`src/rtl/timing_sequencer_if.sv`:
```
// Bus between the CPU control path and the T-state sequencer.
// The master drives the opcode and run/step controls; the slave (the sequencer)
// drives the one-hot T-state strobes and the retire/halt/count status.
interface timing_sequencer_if #(
    parameter int CNT_W = 8
);
    logic [3:0]       opcode;
    logic             run_en;
    logic             step_mode;
    logic             step_req;
    logic             t0;
    logic             t1;
    logic             t2;
    logic             t3;
    logic             t4;
    logic             t5;
    logic             instr_done;
    logic             halted;
    logic [CNT_W-1:0] instr_count;

    modport master (
        output opcode, run_en, step_mode, step_req,
        input  t0, t1, t2, t3, t4, t5, instr_done, halted, instr_count
    );

    modport slave (
        input  opcode, run_en, step_mode, step_req,
        output t0, t1, t2, t3, t4, t5, instr_done, halted, instr_count
    );
endinterface

```
`src/rtl/timing_sequencer.sv`:
```
// T-state generator for the 8-bit CPU.
// Produces one-hot t0..t5 strobes, shortens the machine cycle per opcode,
// freezes on HALT, supports pause (run_en) and single-step (step_mode/step_req),
// and counts retired instructions.
module timing_sequencer #(
    parameter int CNT_W = 8
) (
    input  logic                clk,
    input  logic                reset,
    timing_sequencer_if.slave   bus
);

    typedef enum logic {
        ST_RUN    = 1'b0,
        ST_HALTED = 1'b1
    } state_t;

    localparam logic [3:0] OP_HLT = 4'b1111;

    state_t           state_q,      state_d;
    logic [5:0]       t_q,          t_d;
    logic             instr_done_q, instr_done_d;
    logic             halted_q,     halted_d;
    logic [CNT_W-1:0] cnt_q,        cnt_d;
    logic             step_req_q,   step_req_d;
    logic             adv;
    logic             at_last;

    // Mask of T-states at or beyond the last T-state of the given opcode.
    // An advance from any of these states ends the instruction, which also
    // covers a short opcode appearing late (at t4/t5) in the cycle.
    function automatic logic [5:0] last_mask(input logic [3:0] op);
        logic [5:0] m;
        case (op)
            4'b0000, 4'b0011, 4'b0100, 4'b0110: m = 6'b100000;
            4'b0111:                            m = 6'b110000;
            default:                            m = 6'b111000;
        endcase
        return m;
    endfunction

    // Next-state logic: advance enable, one-hot shift, retire and halt decisions.
    always_comb begin
        adv          = bus.run_en & (~bus.step_mode | (bus.step_req & ~step_req_q));
        at_last      = |(t_q & last_mask(bus.opcode));
        step_req_d   = bus.step_req;
        state_d      = state_q;
        t_d          = t_q;
        instr_done_d = 1'b0;
        halted_d     = halted_q;
        cnt_d        = cnt_q;

        case (state_q)
            ST_RUN: begin
                if (adv) begin
                    if (t_q[2] && (bus.opcode == OP_HLT)) begin
                        state_d      = ST_HALTED;
                        t_d          = 6'b000000;
                        halted_d     = 1'b1;
                        instr_done_d = 1'b1;
                        cnt_d        = cnt_q + CNT_W'(1);
                    end else if (at_last) begin
                        t_d          = 6'b000001;
                        instr_done_d = 1'b1;
                        cnt_d        = cnt_q + CNT_W'(1);
                    end else begin
                        t_d = {t_q[4:0], 1'b0};
                    end
                end
            end
            default: begin
                // HALTED is sticky; only reset leaves it.
                t_d = 6'b000000;
            end
        endcase
    end

    // Sequencer FSM and registered outputs; reset overrides everything.
    always_ff @(posedge clk) begin
        if (reset) begin
            state_q      <= ST_RUN;
            t_q          <= 6'b000001;
            instr_done_q <= 1'b0;
            halted_q     <= 1'b0;
            cnt_q        <= '0;
            step_req_q   <= 1'b0;
        end else begin
            state_q      <= state_d;
            t_q          <= t_d;
            instr_done_q <= instr_done_d;
            halted_q     <= halted_d;
            cnt_q        <= cnt_d;
            step_req_q   <= step_req_d;
        end
    end

    // Outputs come straight from flops.
    always_comb begin
        bus.t0          = t_q[0];
        bus.t1          = t_q[1];
        bus.t2          = t_q[2];
        bus.t3          = t_q[3];
        bus.t4          = t_q[4];
        bus.t5          = t_q[5];
        bus.instr_done  = instr_done_q;
        bus.halted      = halted_q;
        bus.instr_count = cnt_q;
    end

endmodule

```
`src/flat_wrapper.sv`:
```
// flat-port wrapper written by rule: the top's interface ports become plain ports
module timing_sequencer_flat 
#(
    parameter int CNT_W = 8
)
  (clk, reset, bus_opcode, bus_run_en, bus_step_mode, bus_step_req, bus_t0, bus_t1, bus_t2, bus_t3, bus_t4, bus_t5, bus_instr_done, bus_halted, bus_instr_count);
  timing_sequencer_if #(.CNT_W(CNT_W)) bus_i ();
  input  logic clk;
  input  logic reset;
  input wire logic [$bits(bus_i.opcode)-1:0] bus_opcode;
  input wire logic [$bits(bus_i.run_en)-1:0] bus_run_en;
  input wire logic [$bits(bus_i.step_mode)-1:0] bus_step_mode;
  input wire logic [$bits(bus_i.step_req)-1:0] bus_step_req;
  output wire logic [$bits(bus_i.t0)-1:0] bus_t0;
  output wire logic [$bits(bus_i.t1)-1:0] bus_t1;
  output wire logic [$bits(bus_i.t2)-1:0] bus_t2;
  output wire logic [$bits(bus_i.t3)-1:0] bus_t3;
  output wire logic [$bits(bus_i.t4)-1:0] bus_t4;
  output wire logic [$bits(bus_i.t5)-1:0] bus_t5;
  output wire logic [$bits(bus_i.instr_done)-1:0] bus_instr_done;
  output wire logic [$bits(bus_i.halted)-1:0] bus_halted;
  output wire logic [$bits(bus_i.instr_count)-1:0] bus_instr_count;
  assign bus_i.opcode = bus_opcode;
  assign bus_i.run_en = bus_run_en;
  assign bus_i.step_mode = bus_step_mode;
  assign bus_i.step_req = bus_step_req;
  assign bus_t0 = bus_i.t0;
  assign bus_t1 = bus_i.t1;
  assign bus_t2 = bus_i.t2;
  assign bus_t3 = bus_i.t3;
  assign bus_t4 = bus_i.t4;
  assign bus_t5 = bus_i.t5;
  assign bus_instr_done = bus_i.instr_done;
  assign bus_halted = bus_i.halted;
  assign bus_instr_count = bus_i.instr_count;
  timing_sequencer #(.CNT_W(CNT_W)) u_core (.clk(clk), .reset(reset), .bus(bus_i));
endmodule
```
`config.mk`:
```
export PLATFORM = sky130hd
export DESIGN_NAME = timing_sequencer_flat
export DESIGN_NICKNAME = d
export VERILOG_FILES = /design/src/rtl/timing_sequencer_if.sv /design/src/rtl/timing_sequencer.sv /design/src/flat_wrapper.sv
export SDC_FILE = /design/constraint.sdc
export NUM_CORES = 1
export LEC_CHECK = 0
export CAP_MARGIN = 0
export CORE_MARGIN = 2
export CORE_UTILIZATION = 50
export DETAILED_ROUTE_END_ITERATION = 7
export GPL_ROUTABILITY_DRIVEN = 0
export PLACE_DENSITY = 0.87
export SETUP_SLACK_MARGIN = 0.1
export SYNTH_ARGS = -nofsm -noshare
export SYNTH_HDL_FRONTEND = slang
export SYNTH_SLANG_ARGS = --single-unit
```
`constraint.sdc`:
```
create_clock -name clk -period 4.6 [get_ports clk]
set_input_delay 1.38 -clock clk [delete_from_list [all_inputs] [get_ports clk]]
set_output_delay 1.38 -clock clk [all_outputs]
set_load 0.05 [all_outputs]
```
==> flow_summary.toml <==
[route]
viasPerCell = 5.47
drt_wl_total_um = 1930
vias = 821
ant_nets = 0
maxUsedRoutingLayer = "met4"
routed-wl-met2_um = 879
wl_met3_um = 110
drc = 0
wl_met1_um = 905
first_pass_iters = 4
wl_per_cell_um = 12.9
dr.first_iter.drc_count = 18

[logic_synthesis]
ys_seq_area_share_pct = 39.4
synth_nets = 111
syn_inst = 101
ys_async_sr_fraction_pct = 0
synth_cell_types = 30
synthFlopType = "dfxtp_1"
ys_ff_latch = 18
synth_area_sq_um = 915
synth_edf_count = 0
syn_area_per_cell_sq_um = 9.06
ys_warn_count = 0

[final_layout]
stdcell_count = 150
final_common_cell = "clkdlybuf4s50_1"
layout_common_cells = "clkdlybuf4s50_1 (24), dfxtp_1 (18), nor2_1 (16)"
area_growth_pct = 31.7
nNetsFinal = 136
final_area_sq_um = 1200
drive_above_1_share_pct = 11.2
utilization_pct = 69.8
antennaDiodeCount = 0

[critical_path]
cp_slowest_cell = "clkdlybuf4s50_1"
cp_cell_sequence = "clkdlybuf4s50_1, and2_1, nand4_1, a211oi_1, mux2_2"
worstPathArrival_ps = 3300
worstRegToRegCells = 3
path_buf_inv = 1
crit_path_end_kind = "flip-flop"
rr_startpoint = "u_core.t_q[2]"
reg2reg_to = "u_core.bus.instr_count[3]"
path_delay_family = "simple AND/OR/NAND/NOR gates"
slowest_delay_ps = 470
path_class = "in2reg"
crit_required_ps = 4800
path_max_fanout = 11
r2r_setup_slack_ps = 2830
crit_path_start_kind = "input pin"

[global_routing]
grt_remaining_overflow = 0
grt_pass1_vias = 672
grt_max_degree = 25
antenna_found_initial = 0
grt.total_usage_pct = 19.3
grt_pass1_wl_um = 2940

[pwr]
vdd_drop_max_uv = 172
p_total_mw = 0.300
p_leak_nw = 0.438
cellPowerDensity_nw_per_um2 = 249

[die]
coreArea_sq_um = 1730
fp.dieW_um = 46.8
pin_count = 25
rows = 15
start_util_pct = 53.0
die_area_sq_um = 2190
chipHeight_um = 46.8

[timing]
holdWs_ps = 506
finalCritPeriodShare_pct = 67.4
grt_setup_unrepaired = "false"
fin_ws_ps = 1500
max-slew-margin-rel_pct = 46.4
fmax_mhz = 322
setup_viol = 0
worst-slew-pin-transition_ps = 801
hold_viol = 0
slew_violations = 0
finClkSkew_ps = 2.68
setup_tns_ps = 0
fin_crit_ps = 3100

[flow_run]
maxCapViolations = 0

[cts]
numCtsBuffers = 3
cts-root-buf = "clkbuf_4"
htreeDepth = 1
cts_tree = "yes"
insertion_delay_ps = 300
cts_setup_buffers = 0
cts.sinks = 18
clock_path_buffers = 2
postCtsHoldBufs = 0
clkTransAtPathRegs_ps = 110
cts_resized = 0

[worst_hold_path]
worstHoldStart = "u_core.bus.halted"
hold-path-endpoint = "u_core.bus.halted"
min_path_cells = 2
holdCritPathClass = "reg2reg"

[placed_design]
dp_hpwl_um = 1330
dp_slack_ps = 1190
dpl_cell_area_sq_um = 1170
dp_cells = 146
io_buffer_count = 24

[status]
status = "completed"
cells in the mapped netlist (all sizes together), types with 3 or more instances:
cell / count / area, sq um
nand2b: 3 / 18.8
nor2: 16 / 60.1
a211oi: 3 / 35.0
mux2: 7 / 78.8
nand2: 4 / 15.0
a21oi: 8 / 58.8
inv: 3 / 11.3
dfxtp: 18 / 360
a22o: 4 / 35.0
nand4: 5 / 31.3
nor2b: 11 / 76.3
worst register-to-register path: stages (launching register included):
cell and delay (ps):
dfxtp_1 400, nand4_1 460, a211oi_1 440, mux2_2 370
layout make-up:
cell class | count | area, sq um
Tap cell | 25 | 31.3
Clock buffer | 4 | 36.3
Multi-Input combinational cell | 76 | 526
Timing Repair Buffer | 24 | 240
Inverter | 3 | 11.3
Fill cell | 157 | 522
Sequential cell | 18 | 360
worst max path at each step:
stage,slack (ps),endpoint,cells after the start,from
6_report,1500,u_core.bus.instr_count[3],5,bus_opcode[1]
2_1_floorplan,1920,u_core.bus.instr_count[5],5,bus_step_req
3_5_place_dp,1190,u_core.bus.instr_count[3],5,bus_opcode[1]
4_1_cts,1500,u_core.bus.instr_count[3],5,bus_opcode[1]
5_1_grt,1400,u_core.bus.instr_count[3],5,bus_opcode[1]
3_3_place_gp,1260,u_core.bus.instr_count[0],5,bus_opcode[0]
report_power, final:
| group | internal (mW) | switching, mW | leakage, nW |
|---|---|---|---|
| clock network | 0.0483 | 0.0536 | 0.0210 |
| logic | 0.0160 | 0.0212 | 0.271 |
| registers | 0.158 | 0.00220 | 0.146 |
| total | 0.223 | 0.0770 | 0.438 |
registers in the layout (all words and copies together), names as in the netlist:
name	flops
u_core.bus.instr_done	1
u_core.t_q	6
u_core.state_q	1
u_core.bus.instr_count	8
u_core.step_req_q	1
u_core.bus.halted	1
kinds of logic after synthesis:
family	Yosys count	synth area share, %
adders and majority gates	1	1.37
and+or+nand+nor	47	27.2
muxes	8	9.71
DFF	18	39.4
AOI/OAI and AO/OA	20	19.2
buffers and inverters	7	3.15
metal layers:
| layer | up-vias | GRT usage (%) |
|---|---|---|
| met3 | 5 | 5.00 |
| met2 | 34 | 30.1 |
| li1 | 405 | - |
| met5 | - | 0 |
| met4 | 0 | 10.0 |
| met1 | 377 | 24.6 |
Note: power is estimated with default switching activity, not from simulation.
